**src/rtl/fft_butterfly_if.sv**
```systemverilog
// fft_butterfly_if: butterfly bus - input pair handshake, twiddle ROM port, result handshake.
// master is the surrounding FFT datapath/ROM, slave is the butterfly.
interface fft_butterfly_if #(
    parameter int DATA_WIDTH = 16,
    parameter int ADDR_WIDTH = 6
);
    logic                         in_valid;
    logic                         in_ready;
    logic signed [DATA_WIDTH-1:0] in_a_re;
    logic signed [DATA_WIDTH-1:0] in_a_im;
    logic signed [DATA_WIDTH-1:0] in_b_re;
    logic signed [DATA_WIDTH-1:0] in_b_im;
    logic [ADDR_WIDTH-2:0]        in_tw_idx;
    logic [ADDR_WIDTH-1:0]        tw_addr;
    logic signed [DATA_WIDTH-1:0] tw_re;
    logic signed [DATA_WIDTH-1:0] tw_im;
    logic                         out_valid;
    logic                         out_ready;
    logic signed [DATA_WIDTH-1:0] out_x0_re;
    logic signed [DATA_WIDTH-1:0] out_x0_im;
    logic signed [DATA_WIDTH-1:0] out_x1_re;
    logic signed [DATA_WIDTH-1:0] out_x1_im;
    logic                         out_ovf;

    modport master (
        output in_valid, in_a_re, in_a_im, in_b_re, in_b_im, in_tw_idx, tw_re, tw_im, out_ready,
        input  in_ready, tw_addr, out_valid, out_x0_re, out_x0_im, out_x1_re, out_x1_im, out_ovf
    );

    modport slave (
        input  in_valid, in_a_re, in_a_im, in_b_re, in_b_im, in_tw_idx, tw_re, tw_im, out_ready,
        output in_ready, tw_addr, out_valid, out_x0_re, out_x0_im, out_x1_re, out_x1_im, out_ovf
    );
endinterface

```
**src/rtl/fft_butterfly.sv**
```systemverilog
// fft_butterfly: 3-stage radix-2 DIT butterfly X0/X1 = A +/- B*W, fed by a 1-cycle registered twiddle ROM.
// Define FFT_BFLY_SCALE_EN to halve each output component (rounded) before saturation.
module fft_butterfly #(
    parameter int DATA_WIDTH = 16,
    parameter int FFT_POINTS = 64,
    parameter int ADDR_WIDTH = 6
) (
    input  logic           clk,
    input  logic           rst_n,
    fft_butterfly_if.slave bus
);
    localparam int W  = DATA_WIDTH;
    localparam int TW = W + 2;
    localparam int SW = W + 3;
    localparam int PW = 2 * W + 1;
    localparam logic signed [PW-1:0] RND  = PW'(1) << (W - 2);
    localparam logic signed [SW-1:0] MAXV = {{(SW - W + 1){1'b0}}, {(W - 1){1'b1}}};
    localparam logic signed [SW-1:0] MINV = ~MAXV;

    typedef logic signed [W-1:0]  dat_t;
    typedef logic signed [TW-1:0] t_t;
    typedef logic signed [SW-1:0] s_t;

    if (FFT_POINTS != (1 << ADDR_WIDTH)) begin : g_bad_cfg
        $error("fft_butterfly: FFT_POINTS must equal 2**ADDR_WIDTH");
    end

    function automatic s_t scl(input s_t s);
`ifdef FFT_BFLY_SCALE_EN
        return (s + s_t'(1)) >>> 1;
`else
        return s;
`endif
    endfunction

    function automatic logic hit(input s_t s);
        return (s > MAXV) || (s < MINV);
    endfunction

    function automatic dat_t sat(input s_t s);
        return (s > MAXV) ? dat_t'(MAXV) : (s < MINV) ? dat_t'(MINV) : dat_t'(s);
    endfunction

    logic                  stall;
    logic                  accept;
    logic [ADDR_WIDTH-1:0] tw_addr_d, tw_addr_q;
    logic                  v1_d, v1_q, v2_d, v2_q, v3_d, v3_q, ovf_d, ovf_q;
    dat_t                  a1_re_d, a1_re_q, a1_im_d, a1_im_q;
    dat_t                  b1_re_d, b1_re_q, b1_im_d, b1_im_q;
    dat_t                  a2_re_d, a2_re_q, a2_im_d, a2_im_q;
    t_t                    t_re_d, t_re_q, t_im_d, t_im_q;
    dat_t                  x0_re_d, x0_re_q, x0_im_d, x0_im_q;
    dat_t                  x1_re_d, x1_re_q, x1_im_d, x1_im_q;
    logic signed [PW-1:0]  p_re, p_im;
    s_t                    s0_re, s0_im, s1_re, s1_im;

    always_comb begin
        stall     = v3_q && !bus.out_ready;
        accept    = bus.in_valid && !stall;
        // Address holds while S1 waits so the ROM keeps presenting that sample's twiddle.
        tw_addr_d = accept ? {1'b0, bus.in_tw_idx} : tw_addr_q;
        v1_d      = stall ? v1_q : accept;
        a1_re_d   = accept ? bus.in_a_re : a1_re_q;
        a1_im_d   = accept ? bus.in_a_im : a1_im_q;
        b1_re_d   = accept ? bus.in_b_re : b1_re_q;
        b1_im_d   = accept ? bus.in_b_im : b1_im_q;
        p_re      = PW'(b1_re_q) * PW'(bus.tw_re) - PW'(b1_im_q) * PW'(bus.tw_im);
        p_im      = PW'(b1_re_q) * PW'(bus.tw_im) + PW'(b1_im_q) * PW'(bus.tw_re);
        v2_d      = stall ? v2_q : v1_q;
        a2_re_d   = stall ? a2_re_q : a1_re_q;
        a2_im_d   = stall ? a2_im_q : a1_im_q;
        t_re_d    = stall ? t_re_q : t_t'((p_re + RND) >>> (W - 1));
        t_im_d    = stall ? t_im_q : t_t'((p_im + RND) >>> (W - 1));
        s0_re     = scl(s_t'(a2_re_q) + s_t'(t_re_q));
        s0_im     = scl(s_t'(a2_im_q) + s_t'(t_im_q));
        s1_re     = scl(s_t'(a2_re_q) - s_t'(t_re_q));
        s1_im     = scl(s_t'(a2_im_q) - s_t'(t_im_q));
        v3_d      = stall ? v3_q : v2_q;
        x0_re_d   = stall ? x0_re_q : sat(s0_re);
        x0_im_d   = stall ? x0_im_q : sat(s0_im);
        x1_re_d   = stall ? x1_re_q : sat(s1_re);
        x1_im_d   = stall ? x1_im_q : sat(s1_im);
        ovf_d     = stall ? ovf_q : (hit(s0_re) | hit(s0_im) | hit(s1_re) | hit(s1_im));
    end

    always_ff @(posedge clk) begin
        if (!rst_n) begin
            tw_addr_q <= '0;
            v1_q      <= 1'b0;
            v2_q      <= 1'b0;
            v3_q      <= 1'b0;
            a1_re_q   <= '0;
            a1_im_q   <= '0;
            b1_re_q   <= '0;
            b1_im_q   <= '0;
            a2_re_q   <= '0;
            a2_im_q   <= '0;
            t_re_q    <= '0;
            t_im_q    <= '0;
            x0_re_q   <= '0;
            x0_im_q   <= '0;
            x1_re_q   <= '0;
            x1_im_q   <= '0;
            ovf_q     <= 1'b0;
        end else begin
            tw_addr_q <= tw_addr_d;
            v1_q      <= v1_d;
            v2_q      <= v2_d;
            v3_q      <= v3_d;
            a1_re_q   <= a1_re_d;
            a1_im_q   <= a1_im_d;
            b1_re_q   <= b1_re_d;
            b1_im_q   <= b1_im_d;
            a2_re_q   <= a2_re_d;
            a2_im_q   <= a2_im_d;
            t_re_q    <= t_re_d;
            t_im_q    <= t_im_d;
            x0_re_q   <= x0_re_d;
            x0_im_q   <= x0_im_d;
            x1_re_q   <= x1_re_d;
            x1_im_q   <= x1_im_d;
            ovf_q     <= ovf_d;
        end
    end

    assign bus.in_ready  = !stall;
    assign bus.tw_addr   = tw_addr_d;
    assign bus.out_valid = v3_q;
    assign bus.out_x0_re = x0_re_q;
    assign bus.out_x0_im = x0_im_q;
    assign bus.out_x1_re = x1_re_q;
    assign bus.out_x1_im = x1_im_q;
    assign bus.out_ovf   = ovf_q;
endmodule

```
**src/flat_wrapper.sv**
```systemverilog
// flat-port wrapper written by rule: the top's interface ports become plain ports
module fft_butterfly_flat 
#(
    parameter int DATA_WIDTH = 16,
    parameter int FFT_POINTS = 64,
    parameter int ADDR_WIDTH = 6
)
  (clk, rst_n, bus_in_valid, bus_in_a_re, bus_in_a_im, bus_in_b_re, bus_in_b_im, bus_in_tw_idx, bus_tw_re, bus_tw_im, bus_out_ready, bus_in_ready, bus_tw_addr, bus_out_valid, bus_out_x0_re, bus_out_x0_im, bus_out_x1_re, bus_out_x1_im, bus_out_ovf);
  fft_butterfly_if #(.DATA_WIDTH(DATA_WIDTH), .ADDR_WIDTH(ADDR_WIDTH)) bus_i ();
  input  logic clk;
  input  logic rst_n;
  input wire logic [$bits(bus_i.in_valid)-1:0] bus_in_valid;
  input wire logic [$bits(bus_i.in_a_re)-1:0] bus_in_a_re;
  input wire logic [$bits(bus_i.in_a_im)-1:0] bus_in_a_im;
  input wire logic [$bits(bus_i.in_b_re)-1:0] bus_in_b_re;
  input wire logic [$bits(bus_i.in_b_im)-1:0] bus_in_b_im;
  input wire logic [$bits(bus_i.in_tw_idx)-1:0] bus_in_tw_idx;
  input wire logic [$bits(bus_i.tw_re)-1:0] bus_tw_re;
  input wire logic [$bits(bus_i.tw_im)-1:0] bus_tw_im;
  input wire logic [$bits(bus_i.out_ready)-1:0] bus_out_ready;
  output wire logic [$bits(bus_i.in_ready)-1:0] bus_in_ready;
  output wire logic [$bits(bus_i.tw_addr)-1:0] bus_tw_addr;
  output wire logic [$bits(bus_i.out_valid)-1:0] bus_out_valid;
  output wire logic [$bits(bus_i.out_x0_re)-1:0] bus_out_x0_re;
  output wire logic [$bits(bus_i.out_x0_im)-1:0] bus_out_x0_im;
  output wire logic [$bits(bus_i.out_x1_re)-1:0] bus_out_x1_re;
  output wire logic [$bits(bus_i.out_x1_im)-1:0] bus_out_x1_im;
  output wire logic [$bits(bus_i.out_ovf)-1:0] bus_out_ovf;
  assign bus_i.in_valid = bus_in_valid;
  assign bus_i.in_a_re = bus_in_a_re;
  assign bus_i.in_a_im = bus_in_a_im;
  assign bus_i.in_b_re = bus_in_b_re;
  assign bus_i.in_b_im = bus_in_b_im;
  assign bus_i.in_tw_idx = bus_in_tw_idx;
  assign bus_i.tw_re = bus_tw_re;
  assign bus_i.tw_im = bus_tw_im;
  assign bus_i.out_ready = bus_out_ready;
  assign bus_in_ready = bus_i.in_ready;
  assign bus_tw_addr = bus_i.tw_addr;
  assign bus_out_valid = bus_i.out_valid;
  assign bus_out_x0_re = bus_i.out_x0_re;
  assign bus_out_x0_im = bus_i.out_x0_im;
  assign bus_out_x1_re = bus_i.out_x1_re;
  assign bus_out_x1_im = bus_i.out_x1_im;
  assign bus_out_ovf = bus_i.out_ovf;
  fft_butterfly #(.DATA_WIDTH(DATA_WIDTH), .FFT_POINTS(FFT_POINTS), .ADDR_WIDTH(ADDR_WIDTH)) u_core (.clk(clk), .rst_n(rst_n), .bus(bus_i));
endmodule
```
**config.mk**
```make
export PLATFORM = sky130hd
export DESIGN_NAME = fft_butterfly_flat
export DESIGN_NICKNAME = d
export VERILOG_FILES = /design/src/rtl/fft_butterfly_if.sv /design/src/rtl/fft_butterfly.sv /design/src/flat_wrapper.sv
export SDC_FILE = /design/constraint.sdc
export NUM_CORES = 2
export LEC_CHECK = 0
export BUFFER_PORTS_ARGS = -buffer_cell sky130_fd_sc_hd__buf_2
export CAP_MARGIN = 20
export CELL_PAD_IN_SITES_DETAIL_PLACEMENT = 1
export CELL_PAD_IN_SITES_GLOBAL_PLACEMENT = 2
export CORE_MARGIN = 1.5
export CORE_UTILIZATION = 37
export CTS_CLUSTER_DIAMETER = 150
export CTS_CLUSTER_SIZE = 28
export DETAILED_ROUTE_END_ITERATION = 8
export PLACE_DENSITY = 0.9
export SYNTH_ARGS = -nofsm -noshare
export SYNTH_HDL_FRONTEND = slang
export SYNTH_SLANG_ARGS = --single-unit
```
**constraint.sdc**
```tcl
create_clock -name clk -period 8 [get_ports clk]
set_input_delay 0.4 -clock clk [delete_from_list [all_inputs] [get_ports clk]]
set_output_delay 0.4 -clock clk [all_outputs]
set_load 0.01 [all_outputs]
```
## After elaboration in Yosys (flattened, before gate mapping)

Cells that the tools add are included.
W data, S select, Z words.

| word-level totals | value |
|---|---|
| bits in registers | 206 |
| input bits | 105 |
| output and inout bits | 73 |

| operators by class | value |
|---|---|
| add/subtract/negate cells | 8 |
| multiply operators | 4 |
| magnitude comparators | 8 |
| mux-type cells | 9 |
| bitwise operators | 3 |
| reduce and logical (&&, ||, !) cells | 8 |

Operator list:

| cell | count |
|---|---|
| $mul A16 B16 Y32 | 4 |
| $mux W16 | 8 |
| $gt A19 B16 Y1 const B | 4 |
| $lt A19 B16 Y1 const B | 4 |
| $add A33 B16 Y33 const B | 2 |
| $add A16 B18 Y19 | 2 |
| $sub A16 B18 Y19 | 2 |
| $add A33 B33 Y33 | 1 |
| $sub A33 B33 Y33 | 1 |
| $mux W6 | 1 |
| $logic_or A1 B1 Y1 | 4 |
| $or A1 B1 Y1 | 3 |
| $logic_and A1 B1 Y1 | 2 |
| $logic_not A1 Y1 | 2 |

## Logic depth before layout (Yosys ltp)

| depth | value |
|---|---|
| depth in word-level cells | 6 |
| gate-level depth with buffers | 35 |
| gate-level depth less buffers | 34 |

## Worst setup path after synthesis

Ideal clock, no wire load.

| timing path | value |
|---|---|
| kind | input to register |
| start point | input port bus_tw_re[1] |
| end point | register u_core.t_re_q[17] |
| data arrival time | 7.826 ns |
| data required time | 7.938 ns |
| setup slack | 0.112 ns |
| stages | 29 |
| path through | clkbuf_1 -> nand2_1 -> fa_1 -> fa_1 -> fa_1 -> fa_1 -> inv_1 -> fa_1 -> fa_1 -> ha_1 -> and3_1 -> a221o_1 -> a21oi_1 -> nor4bb_1 -> o311a_1 -> a21oi_1 -> o21a_1 -> nor2_1 -> xnor2_1 -> ha_1 -> ha_1 -> a211oi_1 -> o211ai_1 -> a31o_2 -> o31ai_1 -> a21o_1 -> a31oi_1 -> or4_1 -> nand3_1 |

| between the ends | value |
|---|---|
| longest elaborated chain between the ends | 3 |

Ends and longest elaborated chain:

| item | line | source |
|---|---|---|
| from (decl) | flat_wrapper.sv:18 | `input wire logic [$bits(bus_i.tw_re)-1:0] bus_tw_re;` |
| $mul A16 B16 Y32 | fft_butterfly.sv:67 | `p_re = PW'(b1_re_q) * PW'(bus.tw_re) - PW'(b1_im_q) * PW'(bus.tw_im);` |
| $sub A33 B33 Y33 | fft_butterfly.sv:67 |  |
| $add A33 B16 Y33 | fft_butterfly.sv:72 | `t_re_d = stall ? t_re_q : t_t'((p_re + RND) >>> (W - 1));` |
| to (signal assigned) | fft_butterfly.sv:116 | `t_re_q <= t_re_d;` |
| to (decl) | fft_butterfly.sv:51 | `t_t t_re_d, t_re_q, t_im_d, t_im_q;` |

Every way passes these cells.
A chain may end at the register's enable or synchronous reset.

## Worst setup path after layout

| timing path | value |
|---|---|
| start point | register u_core.b1_im_q[6] |
| end point | register u_core.t_im_q[17] |

| between the ends | value |
|---|---|
| longest elaborated chain between the ends | 3 |

Ends and longest elaborated chain:

| item | line | source |
|---|---|---|
| from (decl) | fft_butterfly.sv:49 | `dat_t b1_re_d, b1_re_q, b1_im_d, b1_im_q;` |
| from (signal assigned) | fft_butterfly.sv:113 | `b1_im_q <= b1_im_d;` |
| $mul A16 B16 Y32 | fft_butterfly.sv:68 | `p_im = PW'(b1_re_q) * PW'(bus.tw_im) + PW'(b1_im_q) * PW'(bus.tw_re);` |
| $add A33 B33 Y33 | fft_butterfly.sv:68 |  |
| $add A33 B16 Y33 | fft_butterfly.sv:73 | `t_im_d = stall ? t_im_q : t_t'((p_im + RND) >>> (W - 1));` |
| to (signal assigned) | fft_butterfly.sv:117 | `t_im_q <= t_im_d;` |
| to (decl) | fft_butterfly.sv:51 |  |

Every way passes these cells.

==> results.md <==
* Area grow syn2layout at 19.5%
* Iter 0 DRT Violations at 2025
* Worst setup path endpoint: u_core.t_im_q[17]
* RSZ-0062 raised after global routing: yes
* Wire per inst at 21.0 µm
* CTS tree: built
* Slowest stage delay, CP at 0.55 ns
* TritonCTS buffer count at 15
* I/O pin cnt at 178
* Die W at 382 µm
* Die Area at 0.146 mm²
* Mapped cell area at 0.0531 mm²
* Dpl cells at 8497
* Max Slew Vio Count at 0
* Worst R2R End: u_core.t_im_q[17]
* FFs w/ async S/R, synth at 0%
* Slew @ Worst Pin at 1.07 ns
* Post-synthesis register bit count at 206
* GRT Resource Usage Total at 24.3%
* Post-synth EDFFs at 0
* # nets final at 8370
* R2r setup slk at 0.004 ns
* Largest net degree at the start of global routing at 84
* Largest regs: u_core.t_im_q: 18 flops, u_core.t_re_q: 18 flops
* Deepest clock path buffer count at 3
* CP Class: reg -> reg
* Root Driver: clkbuf_16
* CP delay by family, top: adder cells
* Vias per cell at 5.12
* Routability Congestion at 0.916
* Reg clk slew, reported paths at 0.12 ns
* Hold WC Path Type: in -> reg
* Maxcap violations at 0
* Die Ht at 382 µm
* Placeable Area at 0.142 mm²
* Vias in the first global route at 50100
* Prevailing post-synth register cell: dfxtp_1
* H-tree levels at 1
* Reg2reg path depth at 32
* Post-Layout Cell Count at 8590
* Clk sinks at 206
* Endpoints failing hold at 0
* Setup crit start kind: flip-flop
* Critical Path Most Common Cell: fa_1
* Share of layout cells above drive strength 1 at 17.7%
* Worst-skew pair later-pin latency at 0.61 ns
* Min Tclk post-route at 8.00 ns
* Via count at 43900
* Start point of the critical path: u_core.b1_im_q[6]
* Initial core utilization at 37.4%
* Final Cycle Share at 99.9%
* Hold depth at 3
* Element type at the critical path end: flip-flop
* Post-route ant nets at 0
* Fmax at 125 MHz
* Post-detailed-routing wire length at 181 mm
* CP Buf/Inv Count at 4
* Drt pass-1 iters at 5
* Syn_nets at 7788
* Worst slew margin at 28.4%
* Worst Path Max Fanout at 6
* HPWL Detailed at 149 mm
* Synth unique cells at 91
* CP arrival at 8.41 ns
* Row count at 138
* Cell count after synthesis at 6109
* Endpoints failing setup at 0
* Worst clock skew at 0.0818 ns
* Worst Path Required at 8.41 ns
* Synthesized area per cell at 8.69 µm²
* Congestion Overflow GR at 0
* Global-route wire length before repair at 278 mm
* Worst reg2reg path startpoint: u_core.b1_im_q[6]
* Sequential fraction of the synthesis area at 7.77%
* Port Buf Inserts at 177
* Status: finished clean
* Ys Warns at 0
* Initial antenna violation count at 13
* Slowest cell on the critical path: fa_1
* Crit path depth at 32
* Remaining DRCs at 0
repair_timing:
item,in CTS,in global routing
buffers inserted,17,30
cloned,1,3
pin swaps,53,137
hold buffers,16,0
resized for setup,90,250
endpoints found under the setup margin,24,33
hold endpoints to repair,16,0
cells in the mapped netlist, drive strengths merged, types with 8 or more instances:
cell type	number	share of area, %
o211ai	13	0.19
o31ai	17	0.25
a31oi	25	0.32
o221a	45	0.95
and4	8	0.13
dfxtp	206	7.8
xnor2	165	2.7
clkbuf	268	1.9
nand2	797	5.6
nand4	16	0.19
inv	1286	9.1
nand3	43	0.41
o21a	32	0.45
a21oi	293	2.8
nor2	227	1.6
and2	502	5.9
ha	522	12
a21o	59	0.83
a221oi	8	0.13
or3	19	0.22
nor3	39	0.38
or2	8	0.094
xor2	43	0.71
o21ai	115	1.1
a211oi	27	0.40
and3	17	0.20
buf	20	0.19
nand2b	52	0.61
fa	1052	40
nor2b	36	0.42
o21bai	28	0.40
o311ai	9	0.18
o31a	8	0.13
layout make-up:
type	count	area (µm²)
sequential	206	4150
tap	1890	2360
timing repair buffer	853	6940
inverter	1287	4840
clock inverter	7	175
antenna	4	10.0
clock buffer	15	375
multi-input combinational	4328	44600
fill	16700	78400
cell usage in the layout, fill, tap and decap left out, drive strengths merged, types with 25 or more instances in the layout:
cell type / count
o221a: 45
nor2: 227
inv: 1288
a31oi: 25
fa: 1052
nand2: 797
a211oi: 27
ha: 522
buf: 834
a21o: 59
xor2: 43
o21ai: 115
nor2b: 36
o21bai: 28
and2: 502
nand2b: 52
dfxtp: 206
nor3: 39
nand3: 43
a21oi: 293
o21a: 32
xnor2: 165
worst reg2reg max path, delay by kind of cell, from the launching register on:
kind | cells | cell delay [ns]
fa+ha+maj | 9 | 3.70
flops | 1 | 0.35
xor+xnor | 1 | 0.18
buf+inv | 4 | 0.40
simple gates | 3 | 0.46
compound gates | 15 | 2.77
worst min path at each step:
stage / from / to / slack, ns
3_5_place_dp: u_core.a1_re_q[9] / u_core.a1_re_q[9] / 0.45
2_1_floorplan: u_core.v2_q / u_core.v2_q / 0.43
4_1_cts: bus_in_b_im[11] / u_core.b1_im_q[11] / 0.008
6_report: bus_in_b_im[11] / u_core.b1_im_q[11] / 0.04
5_1_grt: bus_in_a_re[10] / u_core.a1_re_q[10] / 0.03
3_3_place_gp: u_core.v2_q / u_core.v2_q / 0.44
routing by layer:
layer | global-route usage [%] | share of wire (%)
met3 | 2.42 | 4.5
met1 | 29.9 | 41
met2 | 43.8 | 50
met4 | 8.47 | 4.1
met5 | 0 | 0.050
logic make-up (layout without fill, tap and decap cells):
logic type | after synthesis | after routing | share of synthesized area, %
fa+ha+maj | 1574 | 1574 | 52.0
compound gates | 747 | 747 | 9.29
flops | 206 | 206 | 7.77
simple gates | 1793 | 1793 | 16.2
other cells | 0 | 4 | 0
mux | 6 | 6 | 0.118
buf+inv | 1575 | 2162 | 11.2
xor+xnor | 208 | 208 | 3.44
metrics by stage:
stage	hold WS [ns]	utilization [%]	setup TNS [ns]	instance area [µm²]	worst slack [ns]
global placement	0.440	42.7	-7.22	60600	-0.452
detailed placement	0.447	42.7	-13.00	60600	-0.714
floorplan	0.432	-	0	53100	0.112
CTS	0.00820	43.6	-0.0559	61900	-0.0228
global route	0.0294	44.7	-3.73	63500	-0.269
finish	0.0430	44.7	0	63500	0.00430
Power is not shown: default switching activity piles up to over one toggle a cycle in this logic, so the estimate is an artifact.
